$ cat src/rtl/spi_pkg.sv
// rtl/spi_pkg.sv - shared SPI frame constants and state encoding
package spi_pkg;

    localparam int FRAME_W = 10;
    localparam int CNT_W   = 4;

    localparam logic [1:0] CMD_WR_ADDR = 2'b00;
    localparam logic [1:0] CMD_WR_DATA = 2'b01;
    localparam logic [1:0] CMD_RD_ADDR = 2'b10;
    localparam logic [1:0] CMD_RD_DATA = 2'b11;

    typedef enum logic [2:0] {
        IDLE,
        SEL,
        SHIFT,
        WAIT,
        RECV,
        END
    } spi_state_t;

endpackage

$ cat src/rtl/spi_shreg.sv
// rtl/spi_shreg.sv - parallel-load shift register, MSB out, serial-in at LSB
module spi_shreg #(
    parameter int W = 8
) (
    input  logic         clk,
    input  logic         rst_n,
    input  logic         i_load,
    input  logic [W-1:0] i_data,
    input  logic         i_shift,
    input  logic         i_sin,
    output logic [W-1:0] o_q
);

    logic [W-1:0] r_q;

    always_ff @(posedge clk or negedge rst_n) begin
        if (!rst_n) begin
            r_q <= '0;
        end else if (i_load) begin
            r_q <= i_data;
        end else if (i_shift) begin
            r_q <= {r_q[W-2:0], i_sin};
        end
    end

    assign o_q = r_q;

endmodule

$ cat src/rtl/spi_master_ctrl.sv
// rtl/spi_master_ctrl.sv - SPI master framing host commands for the FSM_SPI slave
module spi_master_ctrl
    import spi_pkg::*;
#(
    parameter int DATA_W  = 8,
    parameter int RD_WAIT = 2
) (
    input  logic              clk,
    input  logic              rst_n,
    input  logic              start,
    input  logic [1:0]        cmd,
    input  logic [DATA_W-1:0] wdata,
    output logic              busy,
    output logic              done,
    output logic [DATA_W-1:0] rdata,
    output logic              rdata_valid,
    output logic              MOSI,
    input  logic              MISO,
    output logic              ss_n
);

    localparam int TX_W = 2 + DATA_W;

    spi_state_t        r_state;
    logic [CNT_W-1:0]  r_cnt;
    logic              r_is_read;
    logic              r_ss_n;
    logic              r_busy;
    logic              r_done;
    logic              r_rdata_valid;
    logic [DATA_W-1:0] r_rdata;

    logic              w_accept;
    logic [TX_W-1:0]   w_tx_q;
    logic [DATA_W-1:0] w_rx_q;
    logic              w_tx_unused;
    logic              w_rx_unused;

    assign w_accept = (r_state == IDLE) && start;

    // TX shifts with zero fill, so its MSB is 0 once the frame is out and
    // can drive MOSI directly in every state.
    spi_shreg #(.W(TX_W)) u_tx (
        .clk     (clk),
        .rst_n   (rst_n),
        .i_load  (w_accept),
        .i_data  ({cmd, wdata}),
        .i_shift (r_state == SHIFT),
        .i_sin   (1'b0),
        .o_q     (w_tx_q)
    );

    spi_shreg #(.W(DATA_W)) u_rx (
        .clk     (clk),
        .rst_n   (rst_n),
        .i_load  (1'b0),
        .i_data  ('0),
        .i_shift (r_state == RECV),
        .i_sin   (MISO),
        .o_q     (w_rx_q)
    );

    assign w_tx_unused = &{1'b0, w_tx_q[TX_W-2:0]};
    assign w_rx_unused = &{1'b0, w_rx_q[DATA_W-1]};

    always_ff @(posedge clk or negedge rst_n) begin
        if (!rst_n) begin
            r_state       <= IDLE;
            r_cnt         <= '0;
            r_is_read     <= 1'b0;
            r_ss_n        <= 1'b1;
            r_busy        <= 1'b0;
            r_done        <= 1'b0;
            r_rdata_valid <= 1'b0;
            r_rdata       <= '0;
        end else begin
            r_done        <= 1'b0;
            r_rdata_valid <= 1'b0;
            case (r_state)
                IDLE: begin
                    if (w_accept) begin
                        r_state   <= SEL;
                        r_is_read <= (cmd == CMD_RD_DATA);
                        r_ss_n    <= 1'b0;
                        r_busy    <= 1'b1;
                    end
                end
                SEL: begin
                    r_state <= SHIFT;
                    r_cnt   <= CNT_W'(TX_W - 1);
                end
                SHIFT: begin
                    if (r_cnt != '0) begin
                        r_cnt <= r_cnt - 1'b1;
                    end else if (r_is_read) begin
                        r_state <= WAIT;
                        r_cnt   <= CNT_W'(RD_WAIT - 1);
                    end else begin
                        r_state <= END;
                        r_ss_n  <= 1'b1;
                        r_done  <= 1'b1;
                    end
                end
                WAIT: begin
                    if (r_cnt != '0) begin
                        r_cnt <= r_cnt - 1'b1;
                    end else begin
                        r_state <= RECV;
                        r_cnt   <= CNT_W'(DATA_W - 1);
                    end
                end
                RECV: begin
                    if (r_cnt != '0) begin
                        r_cnt <= r_cnt - 1'b1;
                    end else begin
                        // Final MISO bit lands in rdata on the same edge as the rx shift.
                        r_rdata       <= {w_rx_q[DATA_W-2:0], MISO};
                        r_state       <= END;
                        r_ss_n        <= 1'b1;
                        r_done        <= 1'b1;
                        r_rdata_valid <= 1'b1;
                    end
                end
                END: begin
                    r_state <= IDLE;
                    r_busy  <= 1'b0;
                end
                default: begin
                    r_state <= IDLE;
                    r_ss_n  <= 1'b1;
                    r_busy  <= 1'b0;
                end
            endcase
        end
    end

    assign busy        = r_busy;
    assign done        = r_done;
    assign rdata       = r_rdata;
    assign rdata_valid = r_rdata_valid;
    assign MOSI        = w_tx_q[TX_W-1];
    assign ss_n        = r_ss_n;

endmodule

$ cat config.mk
export PLATFORM = sky130hd
export DESIGN_NAME = spi_master_ctrl
export DESIGN_NICKNAME = d
export VERILOG_FILES = /design/src/rtl/spi_pkg.sv /design/src/rtl/spi_shreg.sv /design/src/rtl/spi_master_ctrl.sv
export SDC_FILE = /design/constraint.sdc
export NUM_CORES = 1
export LEC_CHECK = 0
export BUFFER_PORTS_ARGS = -buffer_cell sky130_fd_sc_hd__buf_2
export CAP_MARGIN = 20
export CELL_PAD_IN_SITES_DETAIL_PLACEMENT = 1
export CELL_PAD_IN_SITES_GLOBAL_PLACEMENT = 1
export CORE_AREA = 10 10 72 74
export DETAILED_ROUTE_END_ITERATION = 16
export DIE_AREA = 0 0 82 84
export GPL_ROUTABILITY_DRIVEN = 1
export PLACE_DENSITY = 0.8
export SKIP_CTS_REPAIR_TIMING = 1
export SLEW_MARGIN = 25
export SYNTH_ARGS = -nofsm -noshare
export SYNTH_HDL_FRONTEND = slang
export SYNTH_SLANG_ARGS = --single-unit
export TNS_END_PERCENT = 100
$ cat constraint.sdc
create_clock -name clk -period 4.5 [get_ports clk]
set_clock_uncertainty 0.1 [all_clocks]
set_input_delay 0.225 -clock clk [delete_from_list [all_inputs] [get_ports clk]]
set_output_delay 0.225 -clock clk [all_outputs]
set_load 0.1 [all_outputs]
# Word-level counts from Yosys, hierarchy flattened
# Cells that the tools add are included.
# word_totals
ff_bits	37
out_inout_bits	13
input_bits	14
word_cells	65
# op_classes
n_addsub	1
n_reduce_logical	13
n_eq_ne	13
n_bitwise	3
mux	25
# ops
op	n
$mux W10	2
$mux W4	4
$pmux W4 S4	1
$mux W3	5
$pmux W3 S5	1
$ne A2 B2 Y1 const B	5
$mux W1	9
$reduce_bool A4 Y1	2
$eq A3 B2 Y1 const B	2
$eq A3 B3 Y1 const B	2
$reduce_and A2 Y1	3
$reduce_and A5 Y1	1
$pmux W1 S2	2
$pmux W1 S4	1
$reduce_and A4 Y1	1
$reduce_or A4 Y1	1
$sub A4 B1 Y4 const B	1
$eq A3 B1 Y1 const B	1
$logic_not A3 Y1	1
$ne A3 B3 Y1 const B	1
$not A1 Y1	3
$reduce_and A3 Y1	1
$reduce_or A3 Y1	1
$eq A2 B2 Y1 const B	1
other kinds (3)	3

# Depth between registers and ports, before layout
# Gate-level depths: netlist (run 1).
# logic_depth
depth_word	4
depth_mapped	7
ltp_nobuf	7

# Cells and area by module
# From an unflattened synthesis (run 1), not the netlist that was laid out.
# hier_totals
hier_cells	176
area_unflattened_um2	1845.5
# modules_own_cells
module	cells_per_inst	n_inst	area_per_inst_um2	seq_area_each_um2
spi_master_ctrl	99	1	1009.7	501.7
spi_shreg (u_tx)	43	1	462.9	250.2
spi_shreg (u_rx)	34	1	372.9	200.2

# Worst setup path before layout (run 1)
# Ideal clock, no wire load.
# synth_timing
path_kind	flip-flop to flip-flop
from	register r_cnt[0]
to	register r_cnt[1]
arrival_ns	1.589
setup_time_ns	0.127
path_stages_with_launch	7
slack_ns	2.684
synth_period_minus_slack_ns	1.816
required_ns	4.273
path_buffers	0
cell_sequence	dfrtp_1 > inv_1 > ha_1 > nor4b_2 > o22ai_1 > or2_1 > mux2_1
# synth_via
elab_chain_len	3
# synth_lines
element	line_no	rtl
start: declaration	spi_master_ctrl.sv:25	logic [CNT_W-1:0] r_cnt;
start signal: assignment	spi_master_ctrl.sv:90	r_cnt <= CNT_W'(TX_W - 1);
start signal: assignment	spi_master_ctrl.sv:94	r_cnt <= r_cnt - 1'b1;
start signal: assignment	spi_master_ctrl.sv:97	r_cnt <= CNT_W'(RD_WAIT - 1);
$sub A4 B1 Y4 or $reduce_bool A4 Y1 (tied branches)	n/a	
$mux W4, or another cell as far along	spi_master_ctrl.sv:113	if (r_cnt != '0) begin
$pmux W4 S4 or $reduce_and A3 Y1 (tied branches)	n/a	
# Several ways; a longest one is shown, not always the timed one. The select of a mux whose other input is x is not followed.
# A chain may end at the register's enable or synchronous reset.

# Worst setup path in the final report (run 1)
# layout_timing
from	register r_state[2]
to	register r_cnt[1]
# layout_via
elab_chain_len	3
# layout_lines
element	line_no	rtl
start: declaration	spi_master_ctrl.sv:24	spi_state_t r_state;
start signal: assignment	spi_master_ctrl.sv:68	r_state <= IDLE;
start signal: assignment	spi_master_ctrl.sv:82	r_state <= SEL;
start signal: assignment	spi_master_ctrl.sv:89	r_state <= SHIFT;
$eq A3 B2 Y1, or another cell as far along	spi_master_ctrl.sv:79	case (r_state)
$ne A3 B3 Y1 (no source line), or another cell as far along	n/a	
$reduce_and A3 Y1 (no source line)	n/a	
# Several ways; a longest one is shown, not always the timed one.

==> results of run 1 <==
-- Yosys cell counts, types with 2 or more instances --
| master | number | share of area, % |
|---|---|---|
| nand2_1 | 45 | 9.7 |
| dfrtp_1 | 36 | 52 |
| a22oi_1 | 7 | 3.0 |
| mux2_4 | 7 | 6.0 |
| buf_2 | 5 | 1.4 |
| inv_1 | 5 | 1.1 |
| nor2_1 | 5 | 1.1 |
| a21oi_1 | 4 | 1.1 |
| o21ai_1 | 4 | 1.1 |
| a22o_1 | 3 | 1.5 |
| nor3_1 | 3 | 0.86 |
| o21ai_0 | 3 | 0.86 |
| buf_6 | 2 | 1.3 |
| mux2i_1 | 2 | 1.1 |
| nor3b_1 | 2 | 0.86 |
| nor4b_2 | 2 | 1.7 |
| o22ai_1 | 2 | 0.72 |
| or3b_1 | 2 | 1.0 |
-- routing by layer --
metal  wire (µm)  GRT usage, %
met5           0             0
met4          41          4.18
met3         160          4.42
met2        2010          20.8
met1        1710          14.9
-- kinds of logic (layout without fill, tap and decap cells) --
kind of cell / after synthesis / after routing / synth area share, %
compound gates: 33 / 33 / 13.1
mux: 11 / 11 / 8.46
flops: 37 / 37 / 53.2
fa+ha+maj: 1 / 1 / 0.717
buf+inv: 14 / 42 / 4.45
simple gates: 68 / 68 / 20.1
-- sequential cells by signal, indices dropped and copies added, names as in the netlist --
signal,count
u_rx.o_q,7
ss_n,1
r_state,3
r_cnt,4
rdata_valid,1
r_is_read,1
busy,1
u_tx.o_q,10
done,1
rdata,8
-- path summary, 6_finish.rpt --
kind	start	endpoint	slack, ps	depth (start not counted)
min reg2reg	rdata[2]$_DFFE_PN0P_	rdata[2]$_DFFE_PN0P_	380	2
max reg2reg	r_state[2]$_DFFE_PN0P_	r_cnt[1]$_DFFE_PN0P_	2220	4
max	r_state[2]$_DFFE_PN0P_	r_cnt[1]$_DFFE_PN0P_	2220	4
max in group asynchronous	rst_n	rdata[2]$_DFFE_PN0P_	3320	2
min	wdata[3]	u_tx.o_q[3]$_DFFE_PN0P_	40	3
min in group asynchronous	rst_n	done$_DFF_PN0_	460	2
-- through the flow --
stage / hold slack, ps / std cells / instance area [µm²] / total power [mW] / utilization (%)
2_1_floorplan: -171 / 164 / 1740 / 0.974 / -
3_3_place_gp: 252 / 233 / 1890 / 1.06 / 49.0
3_5_place_dp: 269 / 233 / 1890 / 1.09 / 49.0
4_1_cts: -62.1 / 241 / 2030 / 1.46 / 52.6
5_1_grt: 40.0 / 242 / 2040 / 1.54 / 52.8
6_report: 40.6 / 242 / 2040 / 1.45 / 52.8
-- area by class of cell --
cell class                      count  area (µm²)  area share [%]
Timing Repair Buffer               28         148            7.25
Sequential cell                    37         927            45.5
Clock buffer                        5        68.8            3.38
Clock inverter                      3        68.8            3.38
Tap cell                           50        62.6            3.07
Inverter                            6        22.5            1.11
Multi-Input combinational cell    113         739            36.3
-- critical path, stage by stage (launching register included) --
cell	delay [ps]
dfrtp_1	650
or3b_1	690
nor2_2	230
or2_1	180
mux2_1	320
-- report_power, final --
| part | switching, mW | total (mW) | leakage, nW | internal (mW) |
|---|---|---|---|---|
| logic | 0.349 | 0.555 | 0.499 | 0.205 |
| clock network | 0.135 | 0.358 | 0.0687 | 0.223 |
| registers | 0.105 | 0.535 | 0.476 | 0.430 |
| total | 0.589 | 1.45 | 1.04 | 0.859 |
==> flow_summary.yaml, run 1 <==
setup_path:
  setup.worst_path.start_class: "flop"
  worstPathArrival_ps: 2370
  cp-end-kind: "flop"
  setup.worst_path.class: "reg2reg"
  critical_path_required_ps: 4590
  crit_fanout: 14
global_routing:
  grt-ovfl-total: 0
  grt_pass1_wl_mm: 6.93
  grt_max_degree: 38
  grt.total_usage_pct: 12.7
  antenna_found_initial: 0
  grt_pass1_vias: 1441
route:
  drt-pass1-iter-count: 4
  drtAntennaViolNets: 0
  avgRoutedWirePerCell_um: 16.2
  drc: 0
  routed-via-count: 1273
  vias_per_cell: 5.26
  drt_iter0_markers: 69
  routed_wl_mm: 3.93
sta:
  rsz0062_at_grt: "no"
  slew_headroom_pct: 45.1
  hold_viol_final: 0
  layout_setup_ws_ps: 2220
  setup_viol: 0
  drv_slew: 0
  setup_tns_ps: 0
  finalCritPeriodShare_pct: 50.7
  worstMarginPinSlew_ps: 824
  min_period_ps: 2280
  max_freq_mhz: 439
min_path:
  worstHoldPathType: "in2reg"
clock_tree:
  root_buffer: "clkbuf_8"
  cts_buffers: 5
  cts_tree: "built"
  cts_sinks: 37
  h-tree-depth: 2
  clockBufferDepth: 2
  clkLatencyLatePin_ps: 300
  clk_pin_slew_ps: 80
die:
  core_um2: 3860
  die_area_um2: 6890
  initial_utilization_pct: 45.2
  die_w_um: 82
  io_pins: 27
  rows: 23
  die_h_um: 84
place:
  dp_hpwl_mm: 2.81
  globalplace.congestion: 0.866
  portBuffers: 26
  place_ws_ps: 2230
synthesis:
  synth_edf_count: 0
  async_flop_share_pct: 100
  synth_seq_cells: 37
  syn_area_um2: 1740
  postSynthCellCount: 164
  ys.flop_type: "dfrtp_1"
  ys_types: 43
  yosys_warnings: 0
  ys_seq_area_share_pct: 53.2
  avgSynthCellArea_um2: 10.6
  synth_nets: 179
final_layout:
  area.growth.synth_to_final_pct: 16.8
  fillers: 451
  final_cell_mix: "nand2_1, dfrtp_1, buf_2, mux2_4, a22oi_1"
  diodes: 0
  nNetsFinal: 206
  final_common_cell: "nand2_1"
  layout-drive-gt1-share_pct: 26.6
run:
  maxCapViolCount: 0
power_and_ir_drop:
  power_density_nw_per_um2: 710
  irDropWorstVdd_uv: 368
  p_leak_nw: 1.04
run_status:
  status: "finished clean"
No activity file was read; power rests on OpenSTA's default activity.
==> run 2, diff against run 1 <==
--- a/config.mk
+++ b/config.mk
@@ -9,11 +9,11 @@
 export CAP_MARGIN = 20
 export CELL_PAD_IN_SITES_DETAIL_PLACEMENT = 1
 export CELL_PAD_IN_SITES_GLOBAL_PLACEMENT = 1
-export CORE_AREA = 10 10 72 74
+export CORE_AREA = 10 10 75 77
 export DETAILED_ROUTE_END_ITERATION = 16
-export DIE_AREA = 0 0 82 84
+export DIE_AREA = 0 0 85 87
 export GPL_ROUTABILITY_DRIVEN = 1
-export PLACE_DENSITY = 0.8
+export PLACE_DENSITY = 0.74
 export SKIP_CTS_REPAIR_TIMING = 1
 export SLEW_MARGIN = 25
 export SYNTH_ARGS = -nofsm -noshare
==> constraint.sdc (replaced) <==
create_clock -name clk -period 2.1 [get_ports clk]
set_clock_uncertainty 0.1 [all_clocks]
set_input_delay 0.105 -clock clk [delete_from_list [all_inputs] [get_ports clk]]
set_output_delay 0.105 -clock clk [all_outputs]
set_load 0.1 [all_outputs]
==> run 2 against run 1 <==
First-iteration DRC count is 20% higher. Global-route usage is 0.98 points lower. Critical path depth is 2 higher. Largest cell class unchanged. Cell area is 7.4% higher.
==> flow_summary.yaml, run 2 (same netlist as run 1, synthesis figures left out) <==
sta:
  drv_slew: 0
  layout_setup_ws_ps: 86.4
  hold_viol_final: 0
  slew_headroom_pct: 43.8
  worstMarginPinSlew_ps: 843
  min_period_ps: 2010
  setup_tns_ps: 0
  setup_viol: 0
  max_freq_mhz: 497
  finalCritPeriodShare_pct: 95.9
power_and_ir_drop:
  intPower_mw: 1.70
  irDropWorstVdd_uv: 843
  p_leak_nw: 1.11
  power_density_nw_per_um2: 1380
  p_seq_share_pct: 36.5
  power_frac_clock_pct: 16.3
  p_sw_share_pct: 43.6
  combPwrFrac_pct: 47.2
  p_switching_mw: 1.31
route:
  avgRoutedWirePerCell_um: 17.0
  routed-via-count: 1377
  drtAntennaViolNets: 0
  drc: 0
  vias_per_cell: 5.26
  drt-pass1-iter-count: 5
  drt_iter0_markers: 83
  routed_wl_mm: 4.44
clock_tree:
  cts_buffers: 5
  clkLatencyLatePin_ps: 290
  root_buffer: "clkbuf_8"
  h-tree-depth: 2
  cts_sinks: 37
  clockBufferDepth: 2
  cts_tree: "built"
  clk_pin_slew_ps: 80
global_routing:
  grt_pass1_wl_mm: 7.06
  antenna_found_initial: 0
  grt_pass1_vias: 1430
  grt_max_degree: 38
  use_met1_pct: 13.0
  met3_usage_pct: 4.12
  top_usage_layer: "met2"
  grt.total_usage_pct: 11.7
  grtUsageMet2_pct: 19.8
  grt-ovfl-total: 0
setup_path:
  reg2regPathDepth: 6
  worstPathArrival_ps: 2090
  cp_top_family: "simple AND/OR/NAND/NOR gates"
  setup.worst_path.class: "reg2reg"
  cpPeakStageDelay_ps: 430
  critical_path.cell_chain: "inv_1, ha_4, nor4b_4, o22ai_2, or2_1, mux2_1"
  path_buf_inv: 1
  r2r-end: "r_cnt[1]$_DFFE_PN0P_"
  setup.worst_path.start_class: "flop"
  rrSetupSlack_ps: 90
  crit_fanout: 7
  r2r_start: "r_cnt[0]$_DFFE_PN0P_"
  cp-end-kind: "flop"
  slowest_stage: "dfrtp_1"
  critical_path_required_ps: 2170
min_path:
  worstHoldPathType: "in2reg"
  min_to: "busy$_DFFE_PN0P_"
  whs_path_depth: 3
  holdCritStartpoint: "start"
place:
  place_ws_ps: 22.5
  post_dp_cell_area_um2: 1940
  portBuffers: 26
  place_inst: 241
  dp_hpwl_mm: 3.11
  globalplace.congestion: 0.687
die:
  die_area_um2: 7400
  rows: 24
  initial_utilization_pct: 41.2
  die_h_um: 87
  io_pins: 27
  core_um2: 4230
  die_w_um: 85
final_layout:
  largest_reg_flops: 10
  finalInstanceArea_um2: 2190
  final_cell_mix: "nand2_1, dfrtp_1, buf_2, dlygate4sd3_1, buf_4"
  diodes: 0
  layout-drive-gt1-share_pct: 29.0
  nNetsFinal: 224
  finalNonFillerCells: 262
  final_common_cell: "nand2_1"
  area.growth.synth_to_final_pct: 25.4
run:
  maxCapViolCount: 0
run_status:
  status: "finished clean"
-- run 2: how the worst max path moves through the flow --
stage,startpoint,endpoint,depth (start not counted)
after floorplan,r_cnt[0]$_DFFE_PN0P_,r_cnt[1]$_DFFE_PN0P_,6
after detailed placement,r_cnt[0]$_DFFE_PN0P_,r_cnt[0]$_DFFE_PN0P_,6
after CTS,r_cnt[0]$_DFFE_PN0P_,r_cnt[0]$_DFFE_PN0P_,6
final,r_cnt[0]$_DFFE_PN0P_,r_cnt[1]$_DFFE_PN0P_,6
after global routing,r_cnt[0]$_DFFE_PN0P_,r_cnt[1]$_DFFE_PN0P_,6
after global placement,r_cnt[0]$_DFFE_PN0P_,r_cnt[0]$_DFFE_PN0P_,6
-- run 2: layout make-up --
cell class / count / area, µm²
well taps: 52 / 65.1
flip-flops and latches: 37 / 927
fillers: 477 / 2050
multi-input cells: 113 / 776
repair buffers: 46 / 310
clock inverters: 3 / 17.5
clock buffers: 5 / 68.8
inverters: 6 / 22.5
-- run 2: through the flow --
stage / hold WS (ps) / power (mW) / utilization, %
finish: 66.0 / 3.01 / 51.7
global route: 97.5 / 3.22 / 51.7
CTS: -155 / 2.92 / 47.8
global placement: 143 / 2.33 / 45.7
detailed placement: 155 / 2.42 / 45.7
floorplan: -291 / 2.09 / -
-- run 2: power groups by stage --
stage	clock network, mW	logic, mW	registers, mW
2_1_floorplan	0	0.772	1.32
3_3_place_gp	0	1.26	1.08
3_5_place_dp	0	1.32	1.10
4_1_cts	0.505	1.33	1.08
5_1_grt	0.539	1.55	1.13
6_report	0.493	1.42	1.10
-- run 2: worst register-to-register path: stages (launching register included) --
cell and delay [ps]:
dfrtp_1 430, inv_1 180, ha_4 200, nor4b_4 260, o22ai_2 120, or2_1 270, mux2_1 330
-- run 2: metal layers --
metal,share of wire [%],vias up,routed length [µm]
li1,-,658,-
met1,41,682,1810
met2,54,29,2390
met3,3.7,8,165
met4,1.5,0,68
met5,0,-,0
